[src/rtl/serial_adder_param.sv]
// Digit-serial adder: adds WIDTH-bit operands plus carry-in, DIGIT bits per clock, LSB first.
// Optional two's-complement overflow output is enabled by defining SERIAL_ADDER_OVF_EN.
module serial_adder_param #(
  parameter int WIDTH = 8,
  parameter int DIGIT = 1
) (
  input  logic             clk,
  input  logic             rst_n,
  input  logic             start,
  input  logic [WIDTH-1:0] a,
  input  logic [WIDTH-1:0] b,
  input  logic             cin,
  output logic             busy,
  output logic             done,
  output logic [WIDTH-1:0] sum,
  output logic             cout
`ifdef SERIAL_ADDER_OVF_EN
  ,
  output logic             ovf
`endif
);

  localparam int N  = WIDTH / DIGIT;
  localparam int CW = (N > 1) ? $clog2(N) : 1;
  localparam logic [CW-1:0] LAST = CW'(N - 1);

  generate
    if (WIDTH < 1 || DIGIT < 1 || (WIDTH % DIGIT) != 0) begin : g_bad_params
      $error("serial_adder_param: DIGIT must be >= 1 and divide WIDTH exactly");
    end
  endgenerate

  typedef enum logic [1:0] {IDLE, RUN, DONE} state_t;

  state_t           r_state;
  logic [WIDTH-1:0] r_a_sh;
  logic [WIDTH-1:0] r_b_sh;
  logic             r_carry;
  logic [CW-1:0]    r_count;
  logic             r_busy;
  logic             r_done;
  logic [WIDTH-1:0] r_sum;
  logic             r_cout;

  logic             w_load;
  logic             w_run;
  logic [DIGIT:0]   w_slice;
  logic [WIDTH-1:0] w_res_next;

  assign w_load  = start && (r_state != RUN);
  assign w_run   = (r_state == RUN);
  assign w_slice = {1'b0, r_a_sh[DIGIT-1:0]} + {1'b0, r_b_sh[DIGIT-1:0]} + (DIGIT+1)'(r_carry);

  // The newest digit enters at the top; only the older digits need storage.
  generate
    if (WIDTH > DIGIT) begin : g_shift
      logic [WIDTH-DIGIT-1:0] r_res_sh;

      always_ff @(posedge clk or negedge rst_n) begin
        if (!rst_n) begin
          r_res_sh <= '0;
        end else if (w_load) begin
          r_res_sh <= '0;
        end else if (w_run) begin
          r_res_sh <= w_res_next[WIDTH-1:DIGIT];
        end
      end

      assign w_res_next = {w_slice[DIGIT-1:0], r_res_sh};
    end else begin : g_single
      assign w_res_next = w_slice[DIGIT-1:0];
    end
  endgenerate

  always_ff @(posedge clk or negedge rst_n) begin
    if (!rst_n) begin
      r_state <= IDLE;
      r_a_sh  <= '0;
      r_b_sh  <= '0;
      r_carry <= 1'b0;
      r_count <= '0;
      r_busy  <= 1'b0;
      r_done  <= 1'b0;
      r_sum   <= '0;
      r_cout  <= 1'b0;
    end else begin
      r_done <= 1'b0;
      case (r_state)
        IDLE, DONE: begin
          if (start) begin
            r_a_sh  <= a;
            r_b_sh  <= b;
            r_carry <= cin;
            r_count <= '0;
            r_busy  <= 1'b1;
            r_state <= RUN;
          end else begin
            r_state <= IDLE;
          end
        end
        RUN: begin
          r_a_sh  <= r_a_sh >> DIGIT;
          r_b_sh  <= r_b_sh >> DIGIT;
          r_carry <= w_slice[DIGIT];
          r_count <= r_count + CW'(1);
          if (r_count == LAST) begin
            r_sum   <= w_res_next;
            r_cout  <= w_slice[DIGIT];
            r_done  <= 1'b1;
            r_busy  <= 1'b0;
            r_state <= DONE;
          end
        end
        default: r_state <= IDLE;
      endcase
    end
  end

  assign busy = r_busy;
  assign done = r_done;
  assign sum  = r_sum;
  assign cout = r_cout;

`ifdef SERIAL_ADDER_OVF_EN
  logic r_a_msb;
  logic r_b_msb;
  logic r_ovf;

  // Operand sign bits are shifted away during RUN, so keep a copy from load.
  always_ff @(posedge clk or negedge rst_n) begin
    if (!rst_n) begin
      r_a_msb <= 1'b0;
      r_b_msb <= 1'b0;
      r_ovf   <= 1'b0;
    end else if (w_load) begin
      r_a_msb <= a[WIDTH-1];
      r_b_msb <= b[WIDTH-1];
    end else if (w_run && r_count == LAST) begin
      r_ovf <= (r_a_msb == r_b_msb) && (w_res_next[WIDTH-1] != r_a_msb);
    end
  end

  assign ovf = r_ovf;
`endif

endmodule
[config.mk]
export PLATFORM = sky130hd
export DESIGN_NAME = serial_adder_param
export DESIGN_NICKNAME = d
export VERILOG_FILES = /design/src/rtl/serial_adder_param.sv
export SDC_FILE = /design/constraint.sdc
export NUM_CORES = 1
export LEC_CHECK = 0
export CORE_UTILIZATION = 48
export DETAILED_ROUTE_END_ITERATION = 8
export PLACE_DENSITY = 0.77
export SYNTH_ARGS = -nofsm -noshare
export SYNTH_HDL_FRONTEND = slang
export SYNTH_SLANG_ARGS = --single-unit
[constraint.sdc]
create_clock -name clk -period 1.4 [get_ports clk]
set_input_delay 0.28 -clock clk [delete_from_list [all_inputs] [get_ports clk]]
set_output_delay 0.28 -clock clk [all_outputs]
set_load 0.1 [all_outputs]
======== Yosys cells after proc, flatten, opt, wreduce, memory -nomap -nowiden ========
Cells that the tools add are included.
cells by class
  $add $sub $neg .......................... 3
  equality and inequality tests ........... 6
  muxes and demuxes ....................... 18
  reduce and logical (&&, ||, !) cells .... 8
operators with widths
  cell                   number
  $pmux W8 S2            2
  $mux W8                2
  $mux W7                2
  $mux W1                6
  $pmux W3 S2            1
  $ne A2 B1 Y1 const B   2
  $pmux W1 S2            2
  $pmux W2 S2            1
  $reduce_and A2 Y1      2
  $reduce_bool A2 Y1     2
  $add A3 B1 Y3 const B  1
  $eq A3 B3 Y1 const B   1
  $mux W3                1
  $reduce_and A3 Y1      1
  $add A1 B1 Y2          1
  $add A2 B1 Y2          1
  $eq A2 B1 Y1 const B   1
  $eq A2 B2 Y1 const B   1
  $logic_not A2 Y1       1
  $mux W2                1
  $ne A2 B2 Y1 const B   1
  $reduce_or A2 Y1       1
  $logic_and A1 B1 Y1    1
storage, ports and cells
  flip-flop bits (word level) ............. 40
  input port bits ......................... 20
  output and inout bits ................... 11
  word-level logic and storage cells ...... 45

======== Logic depth before layout (Yosys ltp) ========
Gate-level depths: netlist of run 1.
  depth in word-level cells ............... 4
  mapped depth ............................ 5

======== Worst setup path after synthesis of run 1 ========
Ideal clock, no wire load.
  path kind ............................... register -> register
  start ................................... reg r_count[0]
  end ..................................... reg r_cout (netlist: cout)
  library setup time ...................... 0.125 ns
  arrival ................................. 1.338 ns
  data required time ...................... 1.275 ns
  slack ................................... -0.063 ns
  stages on the path, launching flop included .. 6
  path buffers ............................ 1
  period minus slack after synthesis ...... 1.463 ns
  cells stage by stage .................... dfrtp_1 -> ha_1 -> ha_1 -> nand3b_4 -> buf_6 -> mux2_4
between the ends
  cells in the longest elaborated chain, start to end .. 2
ends and longest elaborated chain
  what                         line  RTL
  start: declaration           39    logic [CW-1:0] r_count;
  start signal: assignment     105   r_count <= r_count + CW'(1);
  $eq A3 B3 Y1                 106   if (r_count == LAST) begin
  $reduce_and A2 Y1 (no line)  --
  end signal: assignment       108   r_cout <= w_slice[DIGIT];
  end: declaration             43    logic r_cout;
Every way passes these cells.
A chain may end at the register's enable or synchronous reset.

======== Worst setup path after layout of run 1 ========
  start ................................... reg r_count[0]
  end ..................................... reg r_sum[1] (netlist: sum[1])
between the ends
  cells in the longest elaborated chain, start to end .. 2
ends and longest elaborated chain
  what                         line  RTL
  $eq A3 B3 Y1                 106
  $reduce_and A2 Y1 (no line)  --
  end signal: assignment       107   r_sum <= w_res_next;
  end: declaration             42    logic [WIDTH-1:0] r_sum;
Every way passes these cells.

==> results of run 1 <==
-- cell usage in the layout (no fill, tap or decap) --
| cell type | n |
|---|---|
| inv_1 | 4 |
| clkinv_2 | 1 |
| nor2b_1 | 7 |
| o21ai_0 | 3 |
| nor2_1 | 1 |
| mux2i_1 | 47 |
| a22o_1 | 3 |
| buf_6 | 1 |
| nand3_1 | 2 |
| clkinvlp_4 | 1 |
| xnor2_1 | 1 |
| dfrtp_1 | 40 |
| fa_1 | 1 |
| buf_4 | 8 |
| ha_2 | 1 |
| o22ai_1 | 1 |
| nand2b_2 | 1 |
| ha_4 | 1 |
| bufinv_16 | 1 |
| clkdlybuf4s50_1 | 18 |
| and2b_2 | 1 |
| mux2_4 | 9 |
| o21bai_1 | 1 |
| mux2_2 | 9 |
| clkbuf_8 | 5 |
| buf_2 | 1 |
| buf_12 | 12 |
| nand3b_4 | 1 |
| nand3b_2 | 1 |
-- state kept, by name, indices dropped and copies added, names as in the netlist --
name and cells:
sum 8, busy 1, cout 1, r_count 3
r_state 2, done 1, r_a_sh 8, r_b_sh 8
r_carry 1, g_shift.r_res_sh 7
-- what timing repair did --
action	4_1_cts	5_1_grt
gates cloned	1	0
endpoints found under the setup margin	10	5
setup buffers	1	1
gates resized for setup	3	1
pin swaps	0	2
-- routing by layer --
layer	track usage [%]	wire length (um)
met1	24.89	1686
met2	30.43	1765
met3	5.137	122
met4	6.383	50
met5	0	0
-- worst max-delay path, stage by stage (launching register included) --
cell and delay, ns:
dfrtp_1 0.40, ha_2 0.19, ha_4 0.18, nand3b_2 0.18
mux2_4 0.31
-- through the flow --
stage	cells	hold slack [ns]	utilization (%)	total power, W	setup WS (ns)
6_report	233	0.03860	65.59	0.006197	0.03524
5_1_grt	233	0.08252	65.59	0.006524	-0.02309
4_1_cts	232	0.05602	65.31	0.006211	0.003696
3_5_place_dp	222	0.3701	61.65	0.005201	-0.07579
3_3_place_gp	222	0.3587	61.65	0.005058	-0.05172
2_1_floorplan	144	-0.01559	-	0.004208	0.005431
-- worst paths after layout --
kind,end,slack [ns],depth (start not counted)
max,sum[1],0.04,4
min,busy,0.04,2
max reg2reg,sum[1],0.04,4
min reg2reg,sum[0],0.51,1
max in group asynchronous,sum[6],1.01,2
min in group clk,sum[0],0.51,1
-- power groups by stage --
| stage | sequential [W] | combinational [W] | clock [W] |
|---|---|---|---|
| finish | 0.00211 | 0.00315 | 0.000935 |
| global route | 0.00218 | 0.00334 | 0.00100 |
| CTS | 0.00211 | 0.00314 | 0.000955 |
| detailed placement | 0.00211 | 0.00309 | 0 |
| global placement | 0.00207 | 0.00299 | 0 |
| floorplan | 0.00287 | 0.00134 | 0 |
-- cells in the mapped netlist --
library cell and count:
mux2i_1 47, dfrtp_1 40, mux2_2 10, mux2_4 8, nor2b_1 7, buf_4 4, inv_1 4, a22o_1 3
buf_2 3, o21ai_0 3, buf_6 2, ha_1 2, nand3_1 2, and2b_2 1, buf_12 1, fa_1 1
nand2b_1 1, nand3b_4 1, nor2_1 1, o21bai_1 1, o22ai_1 1, xnor2_1 1
-- cell families after synthesis --
logic type	after synthesis	share of synthesized area (%)
AO/OA/AOI/OAI	8	2.742
XOR/XNOR	1	0.4362
adder cells (fa/ha/maj)	3	2.243
buffers and inverters	14	5.109
flip-flops	40	49.84
multiplexers	65	35.02
AND/OR/NAND/NOR	13	4.611
-- final cells by class --
cell class / instances / area share [%]
sequential: 40 / 38.15
inverter: 4 / 0.5722
clock inverter: 3 / 1.621
timing repair buffer: 40 / 18.93
clock buffer: 5 / 2.623
multi-input combinational: 91 / 35.72
tap: 50 / 2.384
==> impl_metrics.ini, run 1 <==
[global_route]
grt_pass1_vias = 1235
grt_max_degree = 41
grt_usage_pct = 19.05
grt_overflow = 0
antenna_found_initial = 0
grt_pass1_wl_um = 6154

[timing]
setup_viol = 0
slew_headroom_pct = 66.40
period_share_pct = 97.48
slew_violations = 0
fmax_mhz = 732.7
finalSetupTns_ns = 0
period_needed_ns = 1.365
hold_viol_final = 0
rsz0062_at_grt = yes
fin_worst_skew_ns = 0.007846
worst_pin_slew_ns = 0.5040

[place]
numPortBuffers = 30
gp_congestion = 0.7130
dpl.hpwl_um = 2402
dpl_cell_area_mm2 = 0.002466

[synthesis]
synthCells = 144
synth-seq-area-share_pct = 49.84
yosys.area.top_type_share_pct = 49.84
syn_nets = 167
syn_area_mm2 = 0.002008
synth.avg_cell_area_um2 = 13.95
ys_ff_latch = 40
yosys_warnings = 0
synth_cell_types = 22
yosysTopAreaCell = dfrtp_1
yosys-top-cells-area = dfrtp_1 50%, mux2i_1 23%, mux2_4 6.0%

[clock_network]
cts.sinks = 40
cts_tree = built
clock_latency_ns = 0.29
cts-root-buf = clkbuf_8
cts_max_level = 2
cts_buffers = 5
clockBufferDepth = 2
clkTransAtPathRegs_ns = 0.08
hold_buffers = 0

[run_status]
status = completed

[routing]
vias = 1224
routedWlPerCell_um = 15.55
detail-route-antenna-nets = 0
wirelength_um = 3623
dr.pass1.iters = 4
drt_iter0_drc = 62
drc = 0
vias_per_cell = 5.253

[final_layout]
stdcell_area_mm2 = 0.002624
syn2layout_area_growth_pct = 30.65
fillers = 273
drive_gt1_share_pct = 29.51
seq_area_mm2 = 0.001001
multi_input_area_um2 = 937.1
antennaDiodeCount = 0
final_nets = 205

[power_and_ir_drop]
swShare_pct = 40.89
intPower_w = 0.003663
comb_power_share_pct = 50.8
power_density_mw_per_mm2 = 2362
p_sw_w = 0.002534
power_frac_seq_pct = 34.1
p_leak_nw = 1.272
clkPwrFrac_pct = 15.1
ir_drop_uv = 881.2

[worst_setup_path]
reg2reg_from = r_count[0]
crit_path_max_fanout = 5
cp-start-kind = flip-flop
crit_arrival_ns = 1.55
setup.worst_path.class = flip-flop to flip-flop
worstPathRequired_ns = 1.58
worstSetupEndpointType = flip-flop
critPathLaunch = r_count[0]

[die]
initial_utilization_pct = 50.20
dieWidth_um = 66.68
die_y_um = 66.68
num_rows = 23
core-area_mm2 = 0.004000
io_pins = 31
die_area_mm2 = 0.004446

[hold_path]
hold_path.class = input port to async pin

[run]
cap_violations = 0
Note: power is estimated with default switching activity, not from simulation.
==> run 2, diff against run 1 <==
--- a/config.mk
+++ b/config.mk
@@ -6,7 +6,9 @@
 export NUM_CORES = 1
 export LEC_CHECK = 0
 export CORE_UTILIZATION = 48
+export CTS_CLUSTER_SIZE = 28
 export DETAILED_ROUTE_END_ITERATION = 8
+export GPL_TIMING_DRIVEN = 1
 export PLACE_DENSITY = 0.77
 export SYNTH_ARGS = -nofsm -noshare
 export SYNTH_HDL_FRONTEND = slang
==> results of run 2 <==
Final layout, timing and power as in run 1 (identical DEF).
==> run 3, diff against run 2 <==
--- a/config.mk
+++ b/config.mk
@@ -5,11 +5,13 @@
 export SDC_FILE = /design/constraint.sdc
 export NUM_CORES = 1
 export LEC_CHECK = 0
+export CORE_MARGIN = 1.5
 export CORE_UTILIZATION = 48
 export CTS_CLUSTER_SIZE = 28
 export DETAILED_ROUTE_END_ITERATION = 8
 export GPL_TIMING_DRIVEN = 1
 export PLACE_DENSITY = 0.77
+export SLEW_MARGIN = 20
 export SYNTH_ARGS = -nofsm -noshare
 export SYNTH_HDL_FRONTEND = slang
 export SYNTH_SLANG_ARGS = --single-unit
==> constraint.sdc (replaced) <==
create_clock -name clk -period 1.4 [get_ports clk]
set_input_delay 0.42 -clock clk [delete_from_list [all_inputs] [get_ports clk]]
set_output_delay 0.42 -clock clk [all_outputs]
set_load 0.1 [all_outputs]
==> run 3 against run 2 <==
Compared with the run above:
- the run now ends with negative setup slack left
- die area increased by 3.0%
- final cell count up 1.3%
- maximum frequency is 2.5% lower
- global-route usage rose by 0.23 points
- clock power is 40% higher
- clock-buffer cell count is the same
- total power up 6.9%
- first-iteration DRC count down 29%
- combinational power up 2%
- sequential power hardly changed
- register-to-register slack worse by 0.04 ns
- critical path type unchanged
==> impl_metrics.ini, run 3 (synthesized netlist as in run 1, its figures left out) <==
[worst_setup_path]
crit_path_max_fanout = 2
setup.worst_path.class = flip-flop to flip-flop
worstSetupEndpointType = flip-flop
worstPathRequired_ns = 1.59
cp-start-kind = flip-flop
crit_arrival_ns = 1.59
worstRegToRegCells = 4

[timing]
worst_slack_ns = -0.0003981
slew_headroom_pct = 72.96
fin_worst_skew_ns = 0.008836
fmax_mhz = 714.1
period_needed_ns = 1.400
hold_viol_final = 0
period_share_pct = 100.0
worst_pin_slew_ns = 0.4056
slew_violations = 0
setup_viol = 1
rsz0062_at_grt = yes
finalSetupTns_ns = -0.0003981

[clock_network]
clockBufferDepth = 2
clkTransAtPathRegs_ns = 0.08
cts_tree = built
cts_max_level = 2
hold_buffers = 0
cts.sinks = 40
cts-root-buf = clkbuf_8
cts_buffers = 5
clock_latency_ns = 0.30

[power_and_ir_drop]
p_leak_nw = 1.331
power_w = 0.006625
ir_drop_uv = 994.5
power_density_mw_per_mm2 = 2428

[routing]
drc = 0
wirelength_um = 3700
drt_iter0_drc = 44
routedWlPerCell_um = 15.68
detail-route-antenna-nets = 0
dr.pass1.iters = 3
vias = 1254
vias_per_cell = 5.314

[die]
num_rows = 23
dieWidth_um = 67.68
core-area_mm2 = 0.004000
io_pins = 31
die_y_um = 67.68
initial_utilization_pct = 50.20
die_area_mm2 = 0.004581

[place]
dpl.hpwl_um = 2514
dpl_cell_area_mm2 = 0.002506
place_inst = 224
gp_congestion = 0.7210
numPortBuffers = 30

[global_route]
grt_max_degree = 28
grt_overflow = 0
grt_pass1_wl_um = 6396
antenna_found_initial = 0
grt_usage_pct = 19.28
grt_pass1_vias = 1337

[final_layout]
syn2layout_area_growth_pct = 35.89
final_nets = 208
instances_no_fill = 236
stdcell_area_mm2 = 0.002729
antennaDiodeCount = 0
final_common_cell = mux2i_1
drive_gt1_share_pct = 31.18
mostFrequentLayoutCells = 47 x mux2i_1, 39 x dfrtp_1, 18 x clkdlybuf4s50_1, 14 x buf_12

[hold_path]
hold_path.class = input port to async pin

[run]
cap_violations = 0

[run_status]
status = finished, violations left
violations = negative setup slack
## run 3: cell count changes in the layout (fill, tap and decap cells not counted), sizes merged
cell / previous run / this run
buf: 22 / 25
bufinv: 1 / 3
clkinvlp: 1 / 0
clkinv: 1 / 0
## run 3: final timing paths
check	from	to	slack [ns]
max in group asynchronous	rst_n	g_shift.r_res_sh[5]	0.95
worst max-delay path	r_count[0]	r_count[2]	-0.0004
worst max register to register	r_count[0]	r_count[2]	-0.0004
min in group clk	g_shift.r_res_sh[0]	sum[0]	0.51
worst min-delay path	rst_n	g_shift.r_res_sh[1]	0.03
worst min register to register	g_shift.r_res_sh[0]	sum[0]	0.51
## run 3: per-stage QoR
stage	setup WS [ns]	hold slack (ns)	util (%)
6_report	-0.0003981	0.03489	68.22
3_3_place_gp	-0.1885	0.3639	62.65
5_1_grt	-0.02332	0.05958	68.22
2_1_floorplan	0.005431	0.1244	-
4_1_cts	-0.02447	0.04706	68.19
3_5_place_dp	-0.2295	0.3743	62.65
## run 3: final cells by class
class | instances | area, um^2
Sequential cell | 40 | 1002
Tap cell | 50 | 62.56
Clock inverter | 3 | 90.09
Inverter | 4 | 15.01
Fill cell | 267 | 1271
Timing Repair Buffer | 43 | 544.3
Multi-Input combinational cell | 91 | 945.9
Clock buffer | 5 | 68.82
## run 3: metal layers
metal	vias up	track usage (%)	wire length (um)
li1	591	-	-
met1	630	23.60	1553
met2	26	32.35	1954
met3	7	5.000	136
met4	0	7.653	55
met5	-	0	0
## run 3: what timing repair did
action                     4_1_cts  5_1_grt
cloned                           1        0
setup endpoints to repair       10        9
resized for setup                5        1
hold endpoints to repair         0        0
pin swaps                        2        1
setup buffers                    3        0
## run 3: report_power, final
group / total (W) / switching [W] / leakage (nW) / internal, W
combinational: 0.00321 / 0.00168 / 0.749 / 0.00153
clock: 0.00131 / 0.000414 / 0.0784 / 0.000891
sequential: 0.00211 / 0.000465 / 0.504 / 0.00165
total: 0.00662 / 0.00256 / 1.33 / 0.00407
## run 3: worst max-delay path: stages, from the launching register on
cell and delay, ns:
dfrtp_1 0.40, ha_2 0.21, ha_4 0.20, mux2_2 0.26
a22o_1 0.22
